**src/rtl/bdc_regmap_pkg.sv**
```systemverilog
// rtl/bdc_regmap_pkg.sv - register map offsets, global addresses and snapshot FSM encoding
package bdc_regmap_pkg;

  localparam int         CH_STRIDE   = 8;
  localparam logic [2:0] OFF_CNT0    = 3'd0;
  localparam logic [2:0] OFF_CFG     = 3'd6;
  localparam logic [2:0] OFF_STAT    = 3'd7;

  // Globals sit at the top of the address space, counted back from 2**ADDR_W.
  localparam int GLB_HWCFG   = -3;
  localparam int GLB_WDOGDIV = -2;
  localparam int GLB_CTRL    = -1;

  typedef enum logic [1:0] {
    ST_IDLE    = 2'd0,
    ST_FROZEN  = 2'd1,
    ST_CAPTURE = 2'd2
  } snap_state_e;

  function automatic logic [7:0] status_byte(input logic lost, input logic frozen);
    return {6'b0, lost, frozen};
  endfunction

endpackage

```
**src/rtl/reg_bridge_snapshot_if.sv**
```systemverilog
// rtl/reg_bridge_snapshot_if.sv - SPI-side register bus between spi and the bridge
interface reg_bridge_snapshot_if #(
  parameter int ADDR_W = 5
);
  logic              wrt;
  logic              rdt;
  logic [ADDR_W-1:0] addr;
  logic [7:0]        rddata;

  modport master (output wrt, rdt, addr, input rddata);
  modport slave  (input wrt, rdt, addr, output rddata);
endinterface

```
**src/rtl/snapshot_ctl.sv**
```systemverilog
// rtl/snapshot_ctl.sv - per-channel freeze FSM, tach snapshot register and unread/lost flags
module snapshot_ctl
  import bdc_regmap_pkg::*;
#(
  parameter int CNT_BYTES = 2
) (
  input  logic                       clk,
  input  logic                       resetn,
  input  logic                       rs_cnt0,
  input  logic                       re,
  input  logic                       rs_snap,
  input  logic                       clr_lost,
  input  logic [(CNT_BYTES-1)*8-1:0] count_hi,
  output logic                       freeze,
  output logic                       lost,
  output logic [(CNT_BYTES-1)*8-1:0] snap
);

  localparam int SW = (CNT_BYTES - 1) * 8;

  snap_state_e   state_q, state_d;
  logic          freeze_q, freeze_d;
  logic          unread_q, unread_d;
  logic          lost_q, lost_d;
  logic [SW-1:0] snap_q, snap_d;

  // Next state: freeze on a byte0 read, capture the upper bytes when that read ends.
  always_comb begin
    state_d  = state_q;
    snap_d   = snap_q;
    unread_d = unread_q;
    lost_d   = lost_q;
    if (rs_snap)  unread_d = 1'b0;
    if (clr_lost) lost_d   = 1'b0;
    unique case (state_q)
      ST_IDLE:    if (rs_cnt0) state_d = ST_FROZEN;
      ST_FROZEN:  if (re) state_d = ST_CAPTURE;
      ST_CAPTURE: begin
        snap_d   = count_hi;
        unread_d = 1'b1;
        // A set in the same cycle as a software clear must win.
        if (unread_q) lost_d = 1'b1;
        state_d  = ST_IDLE;
      end
      default:    state_d = ST_IDLE;
    endcase
    freeze_d = (state_d != ST_IDLE);
  end

  // State, flags and the registered freeze output.
  always_ff @(posedge clk or negedge resetn) begin
    if (!resetn) begin
      state_q  <= ST_IDLE;
      freeze_q <= 1'b0;
      unread_q <= 1'b0;
      lost_q   <= 1'b0;
      snap_q   <= '0;
    end else begin
      state_q  <= state_d;
      freeze_q <= freeze_d;
      unread_q <= unread_d;
      lost_q   <= lost_d;
      snap_q   <= snap_d;
    end
  end

  assign freeze = freeze_q;
  assign lost   = lost_q;
  assign snap   = snap_q;

endmodule

```
**src/rtl/reg_bridge_snapshot.sv**
```systemverilog
// rtl/reg_bridge_snapshot.sv - SPI strobe sync, address decode, read mux and per-channel snapshots
module reg_bridge_snapshot
  import bdc_regmap_pkg::*;
#(
  parameter int NCHAN     = 3,
  parameter int CNT_BYTES = 2,
  parameter int ADDR_W    = 5
) (
  input  logic                         clk,
  input  logic                         resetn,
  reg_bridge_snapshot_if.slave         bus,
  input  logic [NCHAN*CNT_BYTES*8-1:0] count,
  input  logic [7:0]                   controlrdata,
  input  logic [7:0]                   hwconfig,
  output logic [NCHAN-1:0]             freeze,
  output logic [NCHAN-1:0]             pwmld,
  output logic [NCHAN-1:0]             cfgld,
  output logic                         ctrlld,
  output logic                         wdogdivld,
  output logic                         wdreset
);

  localparam int CW = ADDR_W - 3;
  localparam int SW = (CNT_BYTES - 1) * 8;
  localparam int CB = CNT_BYTES * 8;
  localparam logic [ADDR_W-1:0] A_HWCFG   = ADDR_W'((2 ** ADDR_W) + GLB_HWCFG);
  localparam logic [ADDR_W-1:0] A_WDOGDIV = ADDR_W'((2 ** ADDR_W) + GLB_WDOGDIV);
  localparam logic [ADDR_W-1:0] A_CTRL    = ADDR_W'((2 ** ADDR_W) + GLB_CTRL);

  if (NCHAN * CH_STRIDE > (2 ** ADDR_W) - 8) begin : g_bad_param
    $error("reg_bridge_snapshot: channel map overlaps the global registers");
  end

  logic [3:0]    wsr_q, wsr_d, rsr_q, rsr_d;
  logic          we, rs, re;
  logic [CW-1:0] ch_idx;
  logic [2:0]    off;
  logic [7:0]    rd;
  logic [NCHAN-1:0] lost_all;
  logic [SW-1:0] snap_all [NCHAN];

  // Shift the sclk-domain strobes into clk; bit 0 is the newest sample.
  always_comb begin
    wsr_d = {wsr_q[2:0], bus.wrt};
    rsr_d = {rsr_q[2:0], bus.rdt};
  end

  // Four-flop synchroniser chains for wrt and rdt.
  always_ff @(posedge clk or negedge resetn) begin
    if (!resetn) begin
      wsr_q <= '0;
      rsr_q <= '0;
    end else begin
      wsr_q <= wsr_d;
      rsr_q <= rsr_d;
    end
  end

  assign we     = wsr_q[3] & ~wsr_q[2];
  assign rs     = rsr_q[2] & ~rsr_q[3];
  assign re     = rsr_q[3] & ~rsr_q[2];
  assign ch_idx = bus.addr[ADDR_W-1:3];
  assign off    = bus.addr[2:0];

  assign ctrlld    = we & (bus.addr == A_CTRL);
  assign wdogdivld = we & (bus.addr == A_WDOGDIV);
  assign wdreset   = rs & (bus.addr == A_CTRL);

  for (genvar c = 0; c < NCHAN; c++) begin : g_ch
    logic hit;
    logic snap_off;
    assign hit      = (ch_idx == CW'(c));
    assign snap_off = (off != OFF_CNT0) && (int'(off) < CNT_BYTES);
    assign pwmld[c] = we & hit & (off == OFF_CNT0);
    assign cfgld[c] = we & hit & (off == OFF_CFG);

    snapshot_ctl #(.CNT_BYTES(CNT_BYTES)) u_snap (
      .clk      (clk),
      .resetn   (resetn),
      .rs_cnt0  (rs & hit & (off == OFF_CNT0)),
      .re       (re),
      .rs_snap  (rs & hit & snap_off),
      .clr_lost (we & hit & (off == OFF_STAT)),
      .count_hi (count[c*CB+8 +: SW]),
      .freeze   (freeze[c]),
      .lost     (lost_all[c]),
      .snap     (snap_all[c])
    );
  end

  // Read mux: anything unmapped reads as zero.
  always_comb begin
    rd = 8'h00;
    if (bus.addr == A_HWCFG) begin
      rd = hwconfig;
    end else if (bus.addr == A_CTRL) begin
      rd = controlrdata;
    end else begin
      for (int c = 0; c < NCHAN; c++) begin
        if (ch_idx == CW'(c)) begin
          if (off == OFF_CNT0)                rd = count[c*CB +: 8];
          else if (off == OFF_STAT)           rd = status_byte(lost_all[c], freeze[c]);
          else if (int'(off) < CNT_BYTES)     rd = snap_all[c][(int'(off)-1)*8 +: 8];
        end
      end
    end
  end

  assign bus.rddata = rd;

endmodule

```
**src/flat_wrapper.sv**
```systemverilog
// flat-port wrapper written by rule: the top's interface ports become plain ports
module reg_bridge_snapshot_flat import bdc_regmap_pkg::*;
#(
  parameter int NCHAN     = 3,
  parameter int CNT_BYTES = 2,
  parameter int ADDR_W    = 5
)
  (clk, resetn, count, controlrdata, hwconfig, freeze, pwmld, cfgld, ctrlld, wdogdivld, wdreset, bus_wrt, bus_rdt, bus_addr, bus_rddata);
  reg_bridge_snapshot_if #(.ADDR_W(ADDR_W)) bus_i ();
  input  logic clk;
  input  logic resetn;
  input  logic [NCHAN*CNT_BYTES*8-1:0] count;
  input  logic [7:0] controlrdata;
  input  logic [7:0] hwconfig;
  output logic [NCHAN-1:0] freeze;
  output logic [NCHAN-1:0] pwmld;
  output logic [NCHAN-1:0] cfgld;
  output logic ctrlld;
  output logic wdogdivld;
  output logic wdreset;
  input wire logic [$bits(bus_i.wrt)-1:0] bus_wrt;
  input wire logic [$bits(bus_i.rdt)-1:0] bus_rdt;
  input wire logic [$bits(bus_i.addr)-1:0] bus_addr;
  output wire logic [$bits(bus_i.rddata)-1:0] bus_rddata;
  assign bus_i.wrt = bus_wrt;
  assign bus_i.rdt = bus_rdt;
  assign bus_i.addr = bus_addr;
  assign bus_rddata = bus_i.rddata;
  reg_bridge_snapshot #(.NCHAN(NCHAN), .CNT_BYTES(CNT_BYTES), .ADDR_W(ADDR_W)) u_core (.clk(clk), .resetn(resetn), .bus(bus_i), .count(count), .controlrdata(controlrdata), .hwconfig(hwconfig), .freeze(freeze), .pwmld(pwmld), .cfgld(cfgld), .ctrlld(ctrlld), .wdogdivld(wdogdivld), .wdreset(wdreset));
endmodule
```
**config.mk**
```make
export PLATFORM = sky130hd
export DESIGN_NAME = reg_bridge_snapshot_flat
export DESIGN_NICKNAME = d
export VERILOG_FILES = /design/src/rtl/bdc_regmap_pkg.sv /design/src/rtl/reg_bridge_snapshot_if.sv /design/src/rtl/snapshot_ctl.sv /design/src/rtl/reg_bridge_snapshot.sv /design/src/flat_wrapper.sv
export SDC_FILE = /design/constraint.sdc
export NUM_CORES = 1
export LEC_CHECK = 0
export CELL_PAD_IN_SITES_DETAIL_PLACEMENT = 2
export CELL_PAD_IN_SITES_GLOBAL_PLACEMENT = 2
export CORE_AREA = 2 2 106 108
export DETAILED_ROUTE_END_ITERATION = 6
export DIE_AREA = 0 0 108 110
export GPL_TIMING_DRIVEN = 1
export PLACE_DENSITY_LB_ADDON = 0.1
export SLEW_MARGIN = 5
export SYNTH_ARGS = -nofsm -noshare
export SYNTH_HDL_FRONTEND = slang
export SYNTH_SLANG_ARGS = --single-unit
export TNS_END_PERCENT = 100
```
**constraint.sdc**
```tcl
create_clock -name clk -period 2.1 [get_ports clk]
set_clock_uncertainty 0.1 [all_clocks]
set_input_delay 0.42 -clock clk [delete_from_list [all_inputs] [get_ports clk]]
set_output_delay 0.42 -clock clk [all_outputs]
set_load 0.03 [all_outputs]
```
# Word level (Yosys, flattened, before mapping)
# Index checks and enable logic that the tools add are counted.
dict set report totals {
  ff_bits 47
  inputBits 73
  output_inout_bits 20
  wordCells 116
}
dict set report classes {
  add_sub_neg 1
  magnitude_cmp 1
  n_eq_ne 13
  n_shift 3
  mux 38
  bitwise_logic 30
  n_reduce_logical 13
}
# operator n
set ops {}
lappend ops {{$mux 8} 14}
lappend ops {{$shiftx 8x32->8} 3}
lappend ops {{$and 1x1->1} 27}
lappend ops {{$eq 5x5->1 const B} 3}
lappend ops {{$mux 1} 15}
lappend ops {{$mux 2} 6}
lappend ops {{$pmux 2 s2} 3}
lappend ops {{$reduce_bool 2->1} 6}
lappend ops {{$eq 2x1->1 const B} 4}
lappend ops {{$eq 2x2->1 const B} 4}
lappend ops {{$logic_not 2->1} 4}
lappend ops {{$eq 3x3->1 const B} 2}
lappend ops {{$sub 3x1->4 const B} 1}
lappend ops {{$logic_not 3->1} 1}
lappend ops {{$lt 3x2->1 const B} 1}
lappend ops {{$not 1->1} 3}
lappend ops {{$reduce_bool 3->1} 1}
lappend ops {{$logic_and 1x1->1} 1}

# Logic depth before layout (Yosys ltp)
dict set report logic_depth {
  ltp_word 16
  mapped_depth 8
  ltp_nobuf 6
}

# Cells and area by module
# Synthesis repeated with hierarchy kept, for this count alone.
dict set report unflattened {
  cells_unflattened 253
  hier_area_um2 2710.1
}
# mod instances cells_each area_per_inst_um2 seq_area_each_um2
set by_module_without_submodules {}
lappend by_module_without_submodules {snapshot_ctl 3 32 519.2 325.3}
lappend by_module_without_submodules {reg_bridge_snapshot 1 157 1152.4 200.2}

# Worst setup path after synthesis
# OpenSTA, ideal clock, no wires.
dict set report synth_timing {
  path_type {input port to output port}
  startpoint {in bus_addr[0]}
  endpoint {out bus_rddata[6]}
  arrival_time_ns 2.126
  required_time_ns 1.580
  setup_slack_ns -0.546
  stages 6
  n_path_buf 0
  cell_sequence {inv_1 > ha_1 > nor3_2 > a221oi_2 > or4_1 > o21ai_1}
}
dict set report synth_between {
  elab_chain_cells 16
  word_cells_on_any_way 23
  classes_between {add/sub (1); order compare (1); eq/ne (3); shift (3); mux (14); reduce/logical (1)}
}
# element line
set synth_lines {}
lappend synth_lines {{start, declared} flat_wrapper.sv:23} ;# input wire logic [$bits(bus_i.addr)-1:0] bus_addr;
lappend synth_lines {{$sub 3x1->4} reg_bridge_snapshot.sv:103} ;# else if (int'(off) < CNT_BYTES) rd = snap_all[c][(int'(off)-1)*8 +: 8];
lappend synth_lines {{$shiftx 8x32->8} reg_bridge_snapshot.sv:103}
lappend synth_lines {{$mux 8} reg_bridge_snapshot.sv:103}
lappend synth_lines {{$mux 8} reg_bridge_snapshot.sv:102} ;# else if (off == OFF_STAT) rd = status_byte(lost_all[c], freeze[c]);
lappend synth_lines {{$mux 8} reg_bridge_snapshot.sv:101} ;# if (off == OFF_CNT0) rd = count[c*CB +: 8];
lappend synth_lines {{$mux 8} reg_bridge_snapshot.sv:100} ;# if (ch_idx == CW'(c)) begin
lappend synth_lines {{$mux 8} reg_bridge_snapshot.sv:103}
lappend synth_lines {{$mux 8} reg_bridge_snapshot.sv:102}
lappend synth_lines {{$mux 8} reg_bridge_snapshot.sv:101}
lappend synth_lines {{$mux 8} reg_bridge_snapshot.sv:100}
lappend synth_lines {{$mux 8} reg_bridge_snapshot.sv:103}
lappend synth_lines {{$mux 8} reg_bridge_snapshot.sv:102}
lappend synth_lines {{$mux 8} reg_bridge_snapshot.sv:101}
lappend synth_lines {{$mux 8} reg_bridge_snapshot.sv:100}
lappend synth_lines {{$mux 8} reg_bridge_snapshot.sv:96} ;# end else if (bus.addr == A_CTRL) begin
lappend synth_lines {{$mux 8 *} reg_bridge_snapshot.sv:94} ;# if (bus.addr == A_HWCFG) begin
lappend synth_lines {{end, declared} flat_wrapper.sv:24} ;# output wire logic [$bits(bus_i.rddata)-1:0] bus_rddata;
# Mark *: on every way between the ends. The rest lies on a longest branch, timed or not.

# Final worst setup path
dict set report layout_timing {
  startpoint {in bus_addr[1]}
  endpoint {out bus_rddata[6]}
}
# The elaborated chain is that of the path after synthesis.

==> key figures <==
Setup path
  – Worst R2R Start: u_core.wsr_q[2]$_DFF_PN0_
  – Worst r2r path cells: 4
  – Slowest cell on the critical path: or4_4
  – Worst EP arrival: roughly 2000 ps
  – Worst-path cell chain: buf_12, inv_12, ha_4, nor2b_4, buf_6, a211oi_2, or4_4, o21ai_4, buf_6
  – R2r endpoint: u_core.g_ch[2].u_snap.lost$_DFF_PN0_
  – Setup CP Type: input port to output pin
  – Worst path max stage delay: between 500 and 600 ps
  – CP delay by family, top: simple AND/OR/NAND/NOR gates
  – CP startpoint kind: input port
  – Critical Path Most Common Cell: buf_6
  – CP required: between 1500 and 2000 ps
  – Critical path buffers and inverters: 4
  – CP max FO: 4
  – CP endpoint kind: output pin
  – FF-to-FF setup slack: ~590 ps

Finish
  – Layout Nets: around 480
  – Area delta synth->final: 82.2%
  – Commonest non-fill, non-tap cell in the layout: clkdlybuf4s50_1
  – # diodes: 0
  – Layout cells sized above 1: 0.468
  – Number of fill cells: ~1,100
  – Most frequent cells in the layout: 68 x clkdlybuf4s50_1, 61 x buf_4, 47 x dfrtp_1

Clock tree
  – Sink Count: between 40 and 50
  – Clock buffer count from CTS: 5
  – CTS Buffer Depth: 2
  – Worst-path clk slew: ~100 ps
  – CTS root buffer: clkbuf_8
  – H-tree depth: 2
  – Clk Latency, worst-skew pair: roughly 330 ps
  – CTS tree: built

Timing
  – Max Slew Vio Count: 0
  – Setup TNS: -2730 ps
  – Slew @ Worst Pin: 451 ps
  – Relative slew slack: 0.692
  – Fin. Hold Viols: 0
  – Period utilisation layout: 1.18
  – Final setup vio count: 11
  – Final min period: approximately 2500 ps
  – Fmax achieved: between 400 and 500 MHz
  – Final setup margin: -369 ps
  – RSZ-0062 raised after global routing: yes

Yosys
  – Post-synth EDFFs: 0
  – Synthesized area per cell: around 10 um2
  – Count of different cell masters after synthesis: 53
  – Syn nets: 330
  – Register bit total from synthesis: 47
  – Main synth FF type: dfrtp_1
  – Post-Syn Area: between 2000 and 3000 um2
  – Synth Warn #: 0
  – Syn Inst Count: between 200 and 300
  – Asr flop ratio synth: 1.00
  – Register area share after synthesis: 0.445

Floorplanning
  – Die width: ~110 um
  – Die Span Y: ~110 um
  – I/O pin cnt: between 90 and 100
  – Area of the die: ~12,000 um2
  – CORE AREA: ~11,000 um2
  – Starting Density: 0.247
  – Row count: 38

Hold path
  – Min-Delay Path Class: flop to flop
  – Hold-critical path endpoint: u_core.rsr_q[1]$_DFF_PN0_
  – Worst Hold Launch: u_core.rsr_q[0]$_DFF_PN0_
  – WHS Path Cells: 0

Job
  – Maxcap violations: 0

Global routing
  – Overall Global Routing Usage: 0.211
  – Antenna violations before repair: 0
  – First-pass GRT wire length: 18.2 mm
  – Grt total ovfl: 0
  – Pin count of the biggest net entering global routing: between 40 and 50
  – Vias in the first global route: between 3,000 and 4,000

Routing
  – Vias: ~2,700
  – Post-DRT Antenna Nets: 0
  – DRC errors left: 0
  – Drt first-iter violations: 80
  – Drt wl/cell: approximately 22 um
  – Drt pass-1 iters: 4
  – Final wirelength: 12.2 mm
  – Via-per-instance ratio: 4.98

Power and ir drop
  – Total power: around 3.1 mW
  – PD cells: ~650 nW/um2
  – Total leakage power: roughly 2.0 nW
  – Peak supply drop: just under 300 uV

Status
  – Failing checks: setup timing
  – Status: complete, but fails checks

Placement
  – Routability cong.: roughly 0.8
  – Detailed Place HPWL: 8.76 mm
  – Buffers on Ports: 92
## cells by family after synthesis
kind of cell / synth area share
buffers and inverters: 0.0493
AO/OA/AOI/OAI: 0.184
flip-flops: 0.445
AND/OR/NAND/NOR: 0.156
multiplexers: 0.146
adder cells (fa/ha/maj): 0.0190
## registers in the layout, indices dropped and copies added, names as in the netlist
name and count:
u_core.g_ch.u_snap.freeze 3, u_core.g_ch.u_snap.lost 3, u_core.g_ch.u_snap.unread_q 3, u_core.g_ch.u_snap.state_q 6, u_core.wsr_q 4, u_core.rsr_q 4, u_core.g_ch.u_snap.snap 24
## worst max path at each step
stage	slack, ps	start	endpoint	depth (start not counted)
after floorplan	-180	bus_addr[1]	bus_rddata[6]	7
after global placement	-880	bus_addr[1]	bus_rddata[0]	10
after detailed placement	-930	bus_addr[0]	bus_rddata[6]	9
after CTS	-490	bus_addr[1]	bus_rddata[0]	10
after global routing	-430	bus_addr[1]	bus_rddata[6]	9
final	-370	bus_addr[1]	bus_rddata[6]	9
## metrics by stage
step	util	hold slack, ps	instances	cell area, um2	worst slack [ps]
final	0.450	261	546	4810	-369
after global routing	0.450	270	546	4810	-426
after CTS	0.438	268	544	4690	-493
after detailed placement	0.402	242	524	4300	-928
after global placement	0.402	234	524	4300	-877
after floorplan	-	24.4	253	2790	-180
## synth_stat cells, drive strengths merged, types with 5 or more instances
master | number | area (um2)
nand2b | 7 | 43.8
nor2b | 6 | 37.5
o31ai | 5 | 37.5
a21oi | 11 | 55.1
inv | 5 | 18.8
nand3 | 6 | 30.0
nor3 | 7 | 40.0
dfrtp | 47 | 1180
nand2 | 14 | 52.6
nor2 | 13 | 48.8
mux2i | 7 | 70.1
clkbuf | 8 | 30.0
nand4 | 5 | 31.3
a31oi | 6 | 37.5
a22o | 5 | 43.8
mux2 | 28 | 315
buf | 13 | 81.3
## power breakdown
group	internal, mW	switching [mW]	leakage [nW]
sequential	1.21	0.203	0.594
combinational	0.625	0.453	1.39
clock	0.240	0.374	0.0485
## area by class of cell
class | instances | area (um2) | area share
Clock buffer | 5 | 68.8 | 0.0143
Sequential cell | 47 | 1180 | 0.245
Inverter | 5 | 36.3 | 0.00754
Tap cell | 140 | 175 | 0.0364
Multi-Input combinational cell | 180 | 1680 | 0.348
Timing Repair Buffer | 166 | 1660 | 0.344
Clock inverter | 3 | 22.5 | 0.00468
## layer usage
metal  vias to the layer above  track usage  part of all wire
met5                         -            0                 0
li1                       1246            -                 -
met4                         0       0.0614             0.016
met3                        11       0.0306             0.041
met2                        74        0.368              0.50
met1                      1390        0.273              0.44
## what timing repair did
action	CTS	global route
setup buffers	9	4
hold buffers	1	0
endpoints found under the hold margin	47	0
cloned	2	1
gates resized for setup	61	32
pin swaps	20	13
endpoints found under the setup margin	25	17
No activity file was read; power rests on OpenSTA's default activity.
